`src/rtl/ahb_pkg.sv`:
```
// -----------------------------------------------------------------------------
// ahb_pkg -- shared AHB definitions
//   Transfer-type (htrans) and response (hresp) encodings, and the state enum
//   of the bus arbiter. Imported by ahb_arbiter_if, ahb_rr_picker and
//   ahb_arbiter.
// -----------------------------------------------------------------------------
package ahb_pkg;

  typedef enum logic [1:0] {
    HTRANS_IDLE   = 2'b00,
    HTRANS_BUSY   = 2'b01,
    HTRANS_NONSEQ = 2'b10,
    HTRANS_SEQ    = 2'b11
  } htrans_e;

  typedef enum logic [1:0] {
    HRESP_OKAY  = 2'b00,
    HRESP_ERROR = 2'b01,
    HRESP_RETRY = 2'b10,
    HRESP_SPLIT = 2'b11
  } hresp_e;

  typedef enum logic [1:0] {
    ARB_PARK = 2'b00,
    ARB_OWN  = 2'b01,
    ARB_LOCK = 2'b10
  } arb_state_e;

  // Width of a master index (hmaster); covers up to four masters.
  localparam int MST_IDX_W = 2;

  // Beat-counter width; QUANTUM must fit.
  localparam int BEAT_CNT_W = 8;

endpackage : ahb_pkg

```
`src/rtl/ahb_arbiter_if.sv`:
```
// -----------------------------------------------------------------------------
// ahb_arbiter_if -- arbitration signals between the bus masters and the arbiter
//   hbusreq[NUM_MST]  per-master bus request          (master -> arbiter)
//   hlock[NUM_MST]    per-master locked request       (master -> arbiter)
//   htrans[2]         muxed transfer type of owner    (master -> arbiter)
//   hready            muxed transfer done             (slave side -> arbiter)
//   hgrant[NUM_MST]   one-hot grant                   (arbiter -> masters)
//   hmaster[2]        address-phase owner index       (arbiter -> bus)
//   hmastlock         owner's transfer is locked      (arbiter -> bus)
// Modports: master (request side), slave (the arbiter itself).
// -----------------------------------------------------------------------------
interface ahb_arbiter_if #(
  parameter int NUM_MST = 3
);
  import ahb_pkg::*;

  logic [NUM_MST-1:0]   hbusreq;
  logic [NUM_MST-1:0]   hlock;
  htrans_e              htrans;
  logic                 hready;
  logic [NUM_MST-1:0]   hgrant;
  logic [MST_IDX_W-1:0] hmaster;
  logic                 hmastlock;

  modport master (
    output hbusreq, hlock, htrans, hready,
    input  hgrant, hmaster, hmastlock
  );

  modport slave (
    input  hbusreq, hlock, htrans, hready,
    output hgrant, hmaster, hmastlock
  );

endinterface : ahb_arbiter_if

```
`src/rtl/ahb_rr_picker.sv`:
```
// -----------------------------------------------------------------------------
// ahb_rr_picker -- combinational winner search over the request vector
//   req_i[NUM_MST]  requests (indices >= NUM_MST do not exist, so are absent)
//   last_i[2]       index of the current grant
//   winner_o[2]     selected master index
//   valid_o         at least one request present
// Default: rotating priority, searching from (last_i + 1) mod NUM_MST upward
// with wrap-around, so last_i itself has the lowest priority.
// Macro AHB_ARB_FIXED_PRIO_EN: lowest-index requester wins, last_i ignored.
// -----------------------------------------------------------------------------
module ahb_rr_picker
  import ahb_pkg::*;
#(
  parameter int NUM_MST = 3
) (
  input  logic [NUM_MST-1:0]   req_i,
  input  logic [MST_IDX_W-1:0] last_i,
  output logic [MST_IDX_W-1:0] winner_o,
  output logic                 valid_o
);

  logic [MST_IDX_W-1:0] idx;

`ifdef AHB_ARB_FIXED_PRIO_EN
  logic unused_last;
  assign unused_last = ^last_i;

  // Scan high to low so the lowest-index requester is written last and wins.
  always_comb begin
    // NOTE: every output of a combinational block gets a default first;
    // a path that leaves one unassigned would infer a latch.
    winner_o = '0;
    valid_o  = 1'b0;
    idx      = '0;
    for (int i = NUM_MST - 1; i >= 0; i--) begin
      idx = MST_IDX_W'(i);
      if (req_i[idx]) begin
        winner_o = idx;
        valid_o  = 1'b1;
      end
    end
  end
`else
  // Scan offsets from farthest (last_i itself) to nearest (last_i + 1), so
  // the nearest requester after the current owner is written last and wins.
  always_comb begin
    winner_o = '0;
    valid_o  = 1'b0;
    idx      = '0;
    for (int i = NUM_MST; i >= 1; i--) begin
      idx = MST_IDX_W'((int'(last_i) + i) % NUM_MST);
      if (req_i[idx]) begin
        winner_o = idx;
        valid_o  = 1'b1;
      end
    end
  end
`endif

endmodule : ahb_rr_picker

```
`src/rtl/ahb_arbiter.sv`:
```
// -----------------------------------------------------------------------------
// ahb_arbiter -- AHB bus arbiter with parking, round-robin and locked transfers
//   hclk    bus clock, all state changes on the rising edge
//   hreset  asynchronous, active-high reset
//   bus     ahb_arbiter_if.slave (hbusreq, hlock, htrans, hready in;
//           hgrant, hmaster, hmastlock out, all registered)
// Parameters: NUM_MST (2..4), QUANTUM (2..255 owner beats before forced
// re-arbitration), DEF_MST (parked master).
// Macro AHB_ARB_FIXED_PRIO_EN: fixed lowest-index priority, QUANTUM ignored.
//
// States: PARK grants DEF_MST while nobody requests; OWN holds a master until
// it releases the bus or uses up its quantum at a transfer boundary; LOCK
// holds the owner unconditionally while it keeps hlock asserted. Nothing
// moves on a cycle with hready=0.
// -----------------------------------------------------------------------------
module ahb_arbiter
  import ahb_pkg::*;
#(
  parameter int NUM_MST = 3,
  parameter int QUANTUM = 16,
  parameter int DEF_MST = 0
) (
  input logic        hclk,
  input logic        hreset,
  ahb_arbiter_if.slave bus
);

  localparam logic [BEAT_CNT_W-1:0] QUANTUM_C = BEAT_CNT_W'(QUANTUM);
  localparam logic [MST_IDX_W-1:0]  DEF_IDX   = MST_IDX_W'(DEF_MST);
  localparam logic [NUM_MST-1:0]    ONE_HOT0  = {{(NUM_MST-1){1'b0}}, 1'b1};

  arb_state_e            state_q;
  logic [MST_IDX_W-1:0]  grant_idx_q;
  logic [NUM_MST-1:0]    hgrant_q;
  logic [MST_IDX_W-1:0]  hmaster_q;
  logic                  hmastlock_q;
  logic [BEAT_CNT_W-1:0] cnt_q;
  logic [BEAT_CNT_W-1:0] cnt_d;

  logic                  owner_req;
  logic                  owner_lock;
  logic                  boundary;
  logic                  quantum_hit;
  logic                  rearb;
  logic [MST_IDX_W-1:0]  pick_idx;
  logic                  pick_valid;
  logic [MST_IDX_W-1:0]  rearb_idx;
  arb_state_e            rearb_state;

  ahb_rr_picker #(
    .NUM_MST (NUM_MST)
  ) u_picker (
    .req_i    (bus.hbusreq),
    .last_i   (grant_idx_q),
    .winner_o (pick_idx),
    .valid_o  (pick_valid)
  );

  always_comb begin
    owner_req  = bus.hbusreq[grant_idx_q];
    owner_lock = bus.hlock[grant_idx_q];
    // A grant may only move where a new transfer starts (or none is running);
    // SEQ and BUSY are mid-burst.
    boundary   = (bus.htrans == HTRANS_IDLE) || (bus.htrans == HTRANS_NONSEQ);
`ifdef AHB_ARB_FIXED_PRIO_EN
    quantum_hit = 1'b0;
`else
    quantum_hit = (cnt_q == QUANTUM_C);
`endif
    rearb = boundary && (!owner_req || quantum_hit);

    // Count real beats only, saturating at QUANTUM.
    cnt_d = cnt_q;
    if (((bus.htrans == HTRANS_NONSEQ) || (bus.htrans == HTRANS_SEQ)) &&
        (cnt_q != QUANTUM_C)) begin
      cnt_d = cnt_q + BEAT_CNT_W'(1);
    end

    // Outcome of a re-arbitration: nobody left -> park on DEF_MST.
    rearb_idx   = pick_valid ? pick_idx : DEF_IDX;
    rearb_state = pick_valid ? ARB_OWN : ARB_PARK;
  end

  always_ff @(posedge hclk or posedge hreset) begin
    if (hreset) begin
      state_q     <= ARB_PARK;
      grant_idx_q <= DEF_IDX;
      hgrant_q    <= ONE_HOT0 << DEF_IDX;
      hmaster_q   <= DEF_IDX;
      hmastlock_q <= 1'b0;
      cnt_q       <= '0;
    end else if (bus.hready) begin
      // NOTE: registered state uses non-blocking assignments so every branch
      // sees the pre-edge values of grant_idx_q/cnt_q.
      // hmaster/hmastlock trail the grant by one hready cycle.
      hmaster_q   <= grant_idx_q;
      hmastlock_q <= bus.hlock[grant_idx_q];

      unique case (state_q)
        ARB_PARK: begin
          cnt_q <= '0;
          if (pick_valid) begin
            state_q     <= ARB_OWN;
            grant_idx_q <= pick_idx;
            hgrant_q    <= ONE_HOT0 << pick_idx;
          end
        end

        ARB_OWN: begin
          if (owner_req && owner_lock) begin
            state_q <= ARB_LOCK;
            cnt_q   <= cnt_d;
          end else if (rearb) begin
            state_q     <= rearb_state;
            grant_idx_q <= rearb_idx;
            hgrant_q    <= ONE_HOT0 << rearb_idx;
            cnt_q       <= '0;
          end else begin
            cnt_q <= cnt_d;
          end
        end

        ARB_LOCK: begin
          // Releasing the lock applies the OWN rules on that same cycle.
          if (!owner_lock && rearb) begin
            state_q     <= rearb_state;
            grant_idx_q <= rearb_idx;
            hgrant_q    <= ONE_HOT0 << rearb_idx;
            cnt_q       <= '0;
          end else begin
            if (!owner_lock) begin
              state_q <= ARB_OWN;
            end
            cnt_q <= cnt_d;
          end
        end

        default: begin
          state_q     <= ARB_PARK;
          grant_idx_q <= DEF_IDX;
          hgrant_q    <= ONE_HOT0 << DEF_IDX;
          cnt_q       <= '0;
        end
      endcase
    end
  end

  assign bus.hgrant    = hgrant_q;
  assign bus.hmaster   = hmaster_q;
  assign bus.hmastlock = hmastlock_q;

endmodule : ahb_arbiter
```
`src/flat_wrapper.sv`:
```
// flat-port wrapper written by rule: the top's interface ports become plain ports
module ahb_arbiter_flat import ahb_pkg::*;
#(
  parameter int NUM_MST = 3,
  parameter int QUANTUM = 16,
  parameter int DEF_MST = 0
)
  (hclk, hreset, bus_hbusreq, bus_hlock, bus_htrans, bus_hready, bus_hgrant, bus_hmaster, bus_hmastlock);
  ahb_arbiter_if #(.NUM_MST(NUM_MST)) bus_i ();
  input logic hclk;
  input logic hreset;
  input wire logic [$bits(bus_i.hbusreq)-1:0] bus_hbusreq;
  input wire logic [$bits(bus_i.hlock)-1:0] bus_hlock;
  input wire logic [$bits(bus_i.htrans)-1:0] bus_htrans;
  input wire logic [$bits(bus_i.hready)-1:0] bus_hready;
  output wire logic [$bits(bus_i.hgrant)-1:0] bus_hgrant;
  output wire logic [$bits(bus_i.hmaster)-1:0] bus_hmaster;
  output wire logic [$bits(bus_i.hmastlock)-1:0] bus_hmastlock;
  assign bus_i.hbusreq = bus_hbusreq;
  assign bus_i.hlock = bus_hlock;
  assign bus_i.htrans = bus_htrans;
  assign bus_i.hready = bus_hready;
  assign bus_hgrant = bus_i.hgrant;
  assign bus_hmaster = bus_i.hmaster;
  assign bus_hmastlock = bus_i.hmastlock;
  ahb_arbiter #(.NUM_MST(NUM_MST), .QUANTUM(QUANTUM), .DEF_MST(DEF_MST)) u_core (.hclk(hclk), .hreset(hreset), .bus(bus_i));
endmodule
```
`config.mk`:
```
export PLATFORM = sky130hd
export DESIGN_NAME = ahb_arbiter_flat
export DESIGN_NICKNAME = d
export VERILOG_FILES = /design/src/rtl/ahb_pkg.sv /design/src/rtl/ahb_arbiter_if.sv /design/src/rtl/ahb_rr_picker.sv /design/src/rtl/ahb_arbiter.sv /design/src/flat_wrapper.sv
export SDC_FILE = /design/constraint.sdc
export NUM_CORES = 1
export LEC_CHECK = 0
export BUFFER_PORTS_ARGS = -buffer_cell sky130_fd_sc_hd__clkbuf_2
export CORE_MARGIN = 1
export CORE_UTILIZATION = 50
export DETAILED_ROUTE_END_ITERATION = 16
export PLACE_DENSITY_LB_ADDON = 0.25
export SKIP_LAST_GASP = 1
export SLEW_MARGIN = 20
export SYNTH_ARGS = -nofsm -noshare
export SYNTH_HDL_FRONTEND = slang
export SYNTH_HIERARCHICAL = 1
export SYNTH_SLANG_ARGS = --single-unit
```
`constraint.sdc`:
```
create_clock -name hclk -period 3.1 [get_ports hclk]
set_input_delay 0.62 -clock hclk [delete_from_list [all_inputs] [get_ports hclk]]
set_output_delay 0.62 -clock hclk [all_outputs]
set_load 0.1 [all_outputs]
```
---- Yosys cells after proc, flatten, opt, wreduce, memory -nomap -nowiden ----
Index checks and enable logic that the tools add are counted.
cells by class
  multipliers ............................. 0
  muxes and demuxes ....................... 39
  equal/unequal tests ..................... 12
  magnitude comparators ................... 4
  add/subtract/negate cells ............... 4
  reduce and logical (&&, ||, !) cells .... 13
  shifts and indexed selects .............. 2
  div/mod/pow operators ................... 3
  bitwise gates (word level) .............. 0
operator list
  kind                                                         count
  modulo 32 x 3 -> 32 bit (second input constant)              3
  two-way mux 8 bit                                            4
  two-way mux 2 bit                                            13
  one-hot mux 8 bit (2 select lines)                           1
  less-than comparator 2 x 3 -> 1 bit (second input constant)  4
  two-way mux 3 bit                                            4
  one-hot mux 2 bit (3 select lines)                           2
  binary-select mux 1 bit (select 2 bit)                       5
  two-way mux 1 bit                                            9
  one-hot mux 3 bit (3 select lines)                           1
  adder 8 x 1 -> 8 bit (second input constant)                 1
  == test 8 x 5 -> 1 bit (second input constant)               1
  inequality test 8 x 5 -> 1 bit (second input constant)       1
  adder 2 x 2 -> 3 bit (second input constant)                 2
  == test 2 bit (second input constant)                        3
  inequality test 2 x 1 -> 1 bit (second input constant)       3
  << shifter 1 x 2 -> 3 bit (first input constant)             2
  AND reduction 5 bit                                          1
  logical AND 1 bit                                            4
  zero test 2 bit                                              2
  AND reduction 4 bit                                          1
  adder 2 x 1 -> 3 bit (second input constant)                 1
  logical OR 1 bit                                             3
  inequality test 3 x 1 -> 1 bit (second input constant)       1
  4 further kinds                                              5
word-level totals
  memories ................................ 0
  RAM bits ................................ 0
  bits in latches ......................... 0
  ROM bits ................................ 0
  bits of input ports ..................... 11
  register bits after elaboration ......... 18
  word-level logic and storage cells ...... 83

---- Logic depth before layout (Yosys ltp) ----
Gate-level depths: netlist of the first run.
  depth after elaboration ................. 12
  gate-level depth with buffers ........... 9

---- By module ----
The synthesis of the first run kept the hierarchy.
by module, submodules not included
  module         sequential area each (um2)  cells each  times used  area an instance (um2)
  ahb_arbiter    451.7                       116         1           1,184.9
  ahb_rr_picker  0.0                         27          1           191.4

---- Worst setup path before layout of the first run ----
OpenSTA, ideal clock, no wires.
  kind .................................... register -> register
  start point ............................. register u_core.grant_idx_q[0]
  end point ............................... register u_core.hgrant_q[1] (netlist: u_core/bus.hgrant[1])
  data arrival time ....................... 2.226 ns
  required time ........................... 2.974 ns
  slack ................................... 0.748 ns
  cell stages (with the launch flop) ...... 10
  library setup time ...................... 0.126 ns
  cells stage by stage .................... dfrtp_1 inv_1 ha_1 or2_4 a21o_1 a211o_1 inv_1 a21oi_1 o21ai_2 mux2_2
on the way
  longest elaborated chain between the ends .. 12
ends and longest elaborated chain
  item                                     line                                    source
  from (decl)                              ahb_arbiter.sv:33                       logic [MST_IDX_W-1:0] grant_idx_q;
  from (signal assigned)                   ahb_arbiter.sv:104                      grant_idx_q <= pick_idx;
  from (signal assigned)                   ahb_arbiter.sv:115                      grant_idx_q <= rearb_idx;
  from (signal assigned)                   ahb_arbiter.sv:127                      grant_idx_q <= rearb_idx;
  adder 2 x 2 -> 3 bit                     ahb_rr_picker.sv:51                     idx = MST_IDX_W'((int'(last_i) + i) % NUM_MST);
  modulo 32 x 3 -> 32 bit                  ahb_rr_picker.sv:51
  binary-select mux 1 bit (select 2 bit)   ahb_rr_picker.sv:52                     if (req_i[idx]) begin
  two-way mux 1 bit (implied by the code)  ahb_rr_picker.sv:52
  two-way mux 1 bit (2 in series)          ahb_rr_picker.sv:52
  two-way mux 1 bit (*)                    ahb_rr_picker.sv:52
  via u_core.pick_valid                    ahb_arbiter.sv:46                       logic pick_valid;
  two-way mux 2 bit                        ahb_arbiter.sv:80                       rearb_idx = pick_valid ? pick_idx : DEF_IDX;
  << shifter 1 x 2 -> 3 bit                ahb_arbiter.sv:116, ahb_arbiter.sv:128
  two-way mux 3 bit                        ahb_arbiter.sv:113                      end else if (rearb) begin
  two-way mux 3 bit                        ahb_arbiter.sv:110                      if (owner_req && owner_lock) begin
  one-hot mux 3 bit (3 select lines)       ahb_arbiter.sv:99                       unique case (state_q)
  to (signal assigned)                     ahb_arbiter.sv:105                      hgrant_q <= ONE_HOT0 << pick_idx;
  to (signal assigned)                     ahb_arbiter.sv:116                      hgrant_q <= ONE_HOT0 << rearb_idx;
  to (signal assigned)                     ahb_arbiter.sv:128                      hgrant_q <= ONE_HOT0 << rearb_idx;
  to (decl)                                ahb_arbiter.sv:34                       logic [NUM_MST-1:0] hgrant_q;
The timed path passes the listed nets; every way through them passes the cells marked *. The select of a mux whose other input is x is not followed.
A chain may end at the register's enable or synchronous reset.

---- Worst setup path in the final report of the first run ----
  start point ............................. register u_core.grant_idx_q[0]
  end point ............................... register u_core.hgrant_q[2] (netlist: u_core/bus.hgrant[2])
Same word-level chain as after synthesis.

==> out/metrics.yaml, run 1 <==
clk_latency_ns: 0.29
htreeDepth: 1
final_hold_viol_count: 0
crit_slowest_cell: "dfrtp_1"
synth_edf_count: 0
path_common_cell: "inv_1"
irDropWorstVdd_v: 0.000826
die-area_um2: 2970
syn_nets: 165
synth_seq_cells: 18
fin_crit_sh_pct: 83.0
ys.flop_type: "dfrtp_1"
clk_pin_slew_worst_paths_ns: 0.11
startpoint_type: "flop"
layout-drive-gt1-share_pct: 20.5
ys_seq_area_share_pct: 32.8
worstMarginPinSlew_ns: 0.695
die_h_um: 54.5
p_sw_uw: 709
clock.fmax_ghz: 0.389
clkPwrFrac_pct: 10.8
grt_max_degree: 19
io_pins: 17
cts_hold_buffers: 0
synth_top_area_cell: "dfrtp_1"
grt_pass1_vias: 1038
dr_total_vias: 1121
gp_congestion: 0.827
synth.area.top_cells: "dfrtp_1 31%, ha_1 10%, mux2i_1 5.8%, mux2_2 4.9%, inv_1 4.1%"
crit_type: "flop to flop"
grt_use_total_pct: 22.2
synth_cells: 143
grt_pass1_wl_um: 4750
overflow: 0
multi_input_area_um2: 853
synth_xor_area_share_pct: 0
avgSynthCellArea_um2: 9.62
clock_skew_ns: 0.00893
drv_cap: 0
swShare_pct: 52.7
power.internal_uw: 638
wl_per_cell_um: 15.5
hp-class: "primary input to asynchronous set/reset pin"
cp_data_arrival_time_ns: 2.76
filler_cell_count: 233
dieWidth_um: 54.5
final_cell_count_no_fill: 191
ys_top_cells_by_count: "17 x dfrtp_1, 15 x inv_1, 11 x ha_1"
num_antenna_cells: 0
regArea_um2: 452
first_pass_iters: 4
cts_buffers: 3
cp.required_ns: 3.29
cts_tree: "built"
fin_ws_ns: 0.528
nNetsFinal: 184
clockBufferDepth: 2
cts_root_buf: "clkbuf_4"
pwr-share-seq_pct: 25.7
synth.most_common_cell: "dfrtp_1"
synth-async-reset-ratio_pct: 100
synth_area_um2: 1380
finalSetupViolations: 0
period_minus_slack_ns: 2.57
worstPathMaxFanout: 9
synth_compound_area_share_pct: 22.3
final-max-slew-violation-count: 0
synth_top_area_share_pct: 30.9
fp-row-count: 18
hpwl_um: 2300
cellPowerDensity_nw_per_um2: 889
pwr-share-comb_pct: 63.4
drc: 0
critical_path.endpoint_type: "flop"
core_area_um2: 2540
syn2layout_area_growth_pct: 10.1
numPortBuffers: 16
synth_fa_ha_area_share_pct: 10.0
crit_path_start: "u_core/grant_idx_q[0]$_DFFE_PP0P_"
ys_types: 43
antenna_found_initial: 0
max_stage_delay_ns: 0.51
holdWs_ns: 0.397
ant_nets: 0
status: "finished, final reports clean"
vias_per_cell: 5.87
synth_simple_gate_area_share_pct: 19.0
slew_headroom_pct: 53.6
yosysWarnings: 6
synth_top_family_by_area: "compound AO/OA/AOI/OAI gates"
timing.rr.start: "u_core/grant_idx_q[0]$_DFFE_PP0P_"
synth_mux_area_share_pct: 10.7
routed_wl_um: 2960
worstPathCellList: "inv_1 -> ha_1 -> or2_4 -> a21o_1 -> a211o_1 -> inv_1 -> a21oi_1 -> o21ai_2 -> mux2_2"
post-cts-setup-buffers: 0
rsz0062_at_grt: "no"
tns_ns: 0
path_delay_family: "compound AO/OA/AOI/OAI gates"
dp_slack_ns: 0.572
dr.first_iter.drc_count: 29
cts.sinks: 18
cts_resized: 0
path_buf_inv: 2
dp_cells: 187
leakagePower_uw: 0.000744
start_util_pct: 54.1
power groups by stage:
stage | Combinational, uW | Clock (uW) | Sequential (uW)
after floorplan | 496 | 0 | 552
final | 855 | 146 | 347
after global routing | 927 | 161 | 355
after detailed placement | 852 | 0 | 351
after CTS | 855 | 148 | 346
after global placement | 827 | 0 | 345
cells in the final DEF, fill, tap and decap left out, types with 2 or more instances in the layout:
cell type,instances
clkbuf_2,16
o211ai_1,2
mux2i_1,8
and2_1,2
and4_1,2
a21oi_1,5
o41ai_1,5
nor4b_1,2
mux2_2,6
nor3b_1,4
a21oi_2,2
nand2_1,8
o21ai_0,5
nand3_1,3
ha_1,11
nor2b_1,6
a21o_1,2
and3_1,3
nor2_1,8
clkbuf_4,3
a22o_1,5
inv_1,15
dfrtp_1,17
final cells by class:
class                   count  area share [%]
multi-input cells         108            56.3
well taps                  30            2.48
flip-flops and latches     18            29.8
clock buffers               4            2.39
repair buffers             16            5.28
inverters                  15            3.72
per-layer routing:
layer	vias up	GRT usage, %	part of all wire, %	routed length [um]
met2	18	40.2	50	1490
met3	4	3.89	3.0	88
met5	-	0	0	0
li1	565	-	-	-
met4	0	4.27	0.54	16
met1	534	27.3	46	1370
sequential cells by signal, summed over array words and instances, names as in the netlist:
register and flops:
u_core/cnt_q 8, u_core/grant_idx_q 2, u_core/bus.hmaster 2, u_core/state_q 2, u_core/bus.hgrant 3, u_core/bus.hmastlock 1
metrics by stage:
stage | power (uW) | utilization, % | instance area (um^2)
finish | 1350 | 59.5 | 1520
global route | 1440 | 59.5 | 1520
CTS | 1350 | 59.5 | 1520
detailed placement | 1200 | 58.1 | 1480
global placement | 1170 | 58.1 | 1480
floorplan | 1050 | - | 1380
worst paths after layout:
path / to / slack (ns) / depth (start not counted)
worst max-delay path: u_core/bus.hgrant[2]$_DFFE_PP0P_ / 0.53 / 9
worst min register to register: u_core/bus.hgrant[1]$_DFFE_PP0P_ / 0.53 / 1
worst max register to register: u_core/bus.hgrant[2]$_DFFE_PP0P_ / 0.53 / 9
worst min-delay path: u_core/cnt_q[0]$_DFFE_PP0P_ / 0.40 / 2
min in group hclk: u_core/bus.hgrant[1]$_DFFE_PP0P_ / 0.53 / 1
max in group asynchronous: u_core/state_q[1]$_DFFE_PP0P_ / 2.25 / 2
cells by family after synthesis:
family,Yosys count
DFF,18
AOI/OAI and AO/OA,39
adders and majority gates,11
muxes,14
buffers and inverters,17
and+or+nand+nor,44
Note: power is estimated with default switching activity, not from simulation.
==> run 2, diff against run 1 <==
- ABC_AREA: not set -> 1
- clock period: 3.1 -> 2.14 ns (I/O delays scaled with it)
==> out/metrics.yaml, run 2 <==
cellPowerDensity_nw_per_um2: 1460  # +64%
final_cell_mix: "74 x nand2_1, 32 x inv_1, 16 x clkbuf_2, 16 x dfrtp_1, 15 x nor2_1"
grt_use_total_pct: 20.8  # -1.4 points
io_pins: 17  # unchanged
cts_buffers: 3  # unchanged
cp.required_ns: 2.34  # -0.95 ns
grt_pass1_wl_um: 5290  # +11%
dpl_cell_area_um2: 1660  # +13%
final-max-slew-violation-count: 0  # unchanged
overflow: 0  # unchanged
startpoint_type: "flop"
hpwl_um: 2360  # +2.5%
synth_edf_count: 0  # unchanged
nNetsFinal: 269  # +46%
gp_congestion: 0.913  # +10%
ys_seq_area_share_pct: 29.6  # -3.2 points
vias_per_cell: 4.94  # -16%
finalSetupViolations: 0  # unchanged
ant_nets: 0  # unchanged
final_common_cell: "nand2_1"
drv_cap: 0  # unchanged
path_delay_family: "simple AND/OR/NAND/NOR gates"
drc: 1  # +1
violations: "design-rule violations"
rsz0062_at_grt: "no"
dieWidth_um: 57.3  # +5.1%
die_h_um: 57.3  # +5.1%
irDropWorstVdd_v: 0.00103  # +24%
slew_headroom_pct: 54.4  # +0.80 points
dp_slack_ns: -0.0289  # -0.601 ns
synth.area.top_cells: "dfrtp_1 28%, nand2_1 18%, ha_1 9.0%, inv_1 7.9%, nand3_1 3.9%"
grt-busiest-layer: "met2"
use_met3_pct: 4.76  # +0.87 points
clock.fmax_ghz: 0.512  # +32%
regMostFlops: "u_core/cnt_q"
worstPathCellList: "buf_4 -> ha_1 -> inv_1 -> nor3_4 -> a21oi_2 -> nand3b_1 -> inv_1 -> a21oi_4 -> a21boi_1 -> nand2_1 -> nor2_1 -> nand2_1 -> nand2_1"
grt_use_met2_pct: 31.9  # -8.3 points
max_stage_delay_ns: 0.39  # -0.12 ns
ys_top_cells_by_count: "74 x nand2_1, 32 x inv_1, 17 x dfrtp_1"
multi_input_area_um2: 961  # +13%
grt_max_degree: 19  # unchanged
hp-class: "primary input to asynchronous set/reset pin"
status: "finished with violations"
fp-row-count: 19  # +1
tns_ns: 0  # unchanged
numPortBuffers: 16  # unchanged
filler_cell_count: 265  # +14%
cts_root_buf: "clkbuf_4"
routed_wl_um: 3020  # +1.9%
fin_crit_sh_pct: 91.3  # +8.4 points
grt_pass1_vias: 1213  # +17%
path_buf_inv: 3  # +1
clock_skew_ns: 0.00393  # -0.00500 ns
synth_top_area_share_pct: 27.9  # -3.0 points
dr.first_iter.drc_count: 69  # +140%
synth_cells: 223  # +56%
die-area_um2: 3280  # +11%
worstPathMaxFanout: 6  # -3
synth-async-reset-ratio_pct: 100  # unchanged
clockBufferDepth: 2  # unchanged
htreeDepth: 1  # unchanged
dr_total_vias: 1368  # +22%
cts_tree: "built"
clk_pin_slew_worst_paths_ns: 0.10  # about the same
worstMarginPinSlew_ns: 0.683  # -0.0121 ns
leakagePower_uw: 0.000937  # +26%
final_hold_viol_count: 0  # unchanged
start_util_pct: 54.0  # -0.12 points
regArea_um2: 453  # +0.28%
avgSynthCellArea_um2: 6.85  # -29%
crit_slowest_cell: "dfrtp_1"
period_minus_slack_ns: 1.95  # -0.617 ns
core_area_um2: 2830  # +11%
crit_type: "flop to flop"
syn2layout_area_growth_pct: 13.9
synth_area_um2: 1530  # +11%
path_common_cell: "nand2_1"
first_pass_iters: 10  # +6
ys.flop_type: "dfrtp_1"
synth_top_area_cell: "dfrtp_1"
wl_per_cell_um: 10.9  # -30%
antenna_found_initial: 0  # unchanged
layout-drive-gt1-share_pct: 22.4  # +1.9 points
yosysWarnings: 6  # unchanged
syn_nets: 245  # +48%
critical_path.endpoint_type: "flop"
cts.sinks: 18  # unchanged
synth_seq_cells: 18  # unchanged
clk_latency_ns: 0.30  # about the same
synth.most_common_cell: "nand2_1"
design_area_um2: 1740  # +15%
cp_data_arrival_time_ns: 2.16  # -0.60 ns
use_met1_pct: 30.1  # +2.7 points
fin_ws_ns: 0.185  # -0.343 ns
num_antenna_cells: 0  # unchanged
ys_types: 29  # -33%
largest_reg_flops: 8  # unchanged
run 2: cell count changes in the layout (fill, tap and decap cells not counted), sizes merged, moves of 3 or more:
cell | before | now
mux2 | 6 | 0
and3 | 3 | 0
nand2 | 8 | 84
o41ai | 6 | 0
nor2b | 6 | 0
o21ai | 6 | 17
nand4 | 0 | 3
inv | 15 | 37
nor2 | 8 | 17
nand3 | 3 | 16
nor3b | 4 | 0
a22o | 5 | 0
buf | 0 | 4
mux2i | 8 | 0
run 2: cells by family (layout without fill, tap and decap cells):
family / after synthesis / after routing / synth area share, %
compound gates: 28 / 28 / 10.7
xor+xnor: 2 / 2 / 1.15
fa+ha+maj: 11 / 11 / 9.02
buf+inv: 38 / 61 / 9.34
flops: 18 / 18 / 29.6
simple gates: 126 / 126 / 40.2
run 2: timing repair:
| item | in CTS | in global routing |
|---|---|---|
| pin swaps | 0 | 1 |
| buffers inserted | 0 | 1 |
| resized for setup | 1 | 10 |
| hold buffers | 0 | 0 |
| setup endpoints to repair | 2 | 7 |
run 2: routing by layer:
metal | wire length, um | up-vias
li1 | - | 745
met1 | 1570 | 602
met2 | 1340 | 19
met3 | 82 | 2
met4 | 17 | 0
met5 | 0 | -
run 2: metrics by stage:
step	hold WS (ns)	util, %	power, uW	std cells
floorplan	0.366	-	1950	223
global placement	0.449	58.8	2240	272
detailed placement	0.457	58.8	2260	272
CTS	0.228	60.3	2480	276
global route	0.251	61.4	2790	277
finish	0.201	61.4	2530	277
run 2: area by class of cell:
class                      instances  share of cell area, %
clock buffer                       4                   2.09
inverter                          37                   7.99
multi-input combinational        167                   55.3
sequential                        18                   26.1
tap                               31                   2.23
timing repair buffer              20                   6.34
run 2: path summary, 6_finish.rpt:
path,depth (start not counted),start,endpoint,slack [ns]
max,13,u_core/grant_idx_q[0]$_DFFE_PP0P_,u_core/state_q[0]$_DFFE_PP0P_,0.19
min,2,hreset,u_core/state_q[1]$_DFFE_PP0P_,0.20
max reg2reg,13,u_core/grant_idx_q[0]$_DFFE_PP0P_,u_core/state_q[0]$_DFFE_PP0P_,0.19
min reg2reg,2,u_core/bus.hgrant[0]$_DFFE_PP1P_,u_core/bus.hgrant[0]$_DFFE_PP1P_,0.47
max in group asynchronous,2,hreset,u_core/grant_idx_q[1]$_DFFE_PP0P_,1.47
min in group hclk,2,bus_hready,u_core/cnt_q[3]$_DFFE_PP0P_,0.40
run 2: power breakdown:
| group | switching [uW] | internal, uW | total, uW |
|---|---|---|---|
| Combinational | 1200 | 577 | 1780 |
| Clock | 108 | 104 | 212 |
| Sequential | 93.5 | 454 | 547 |
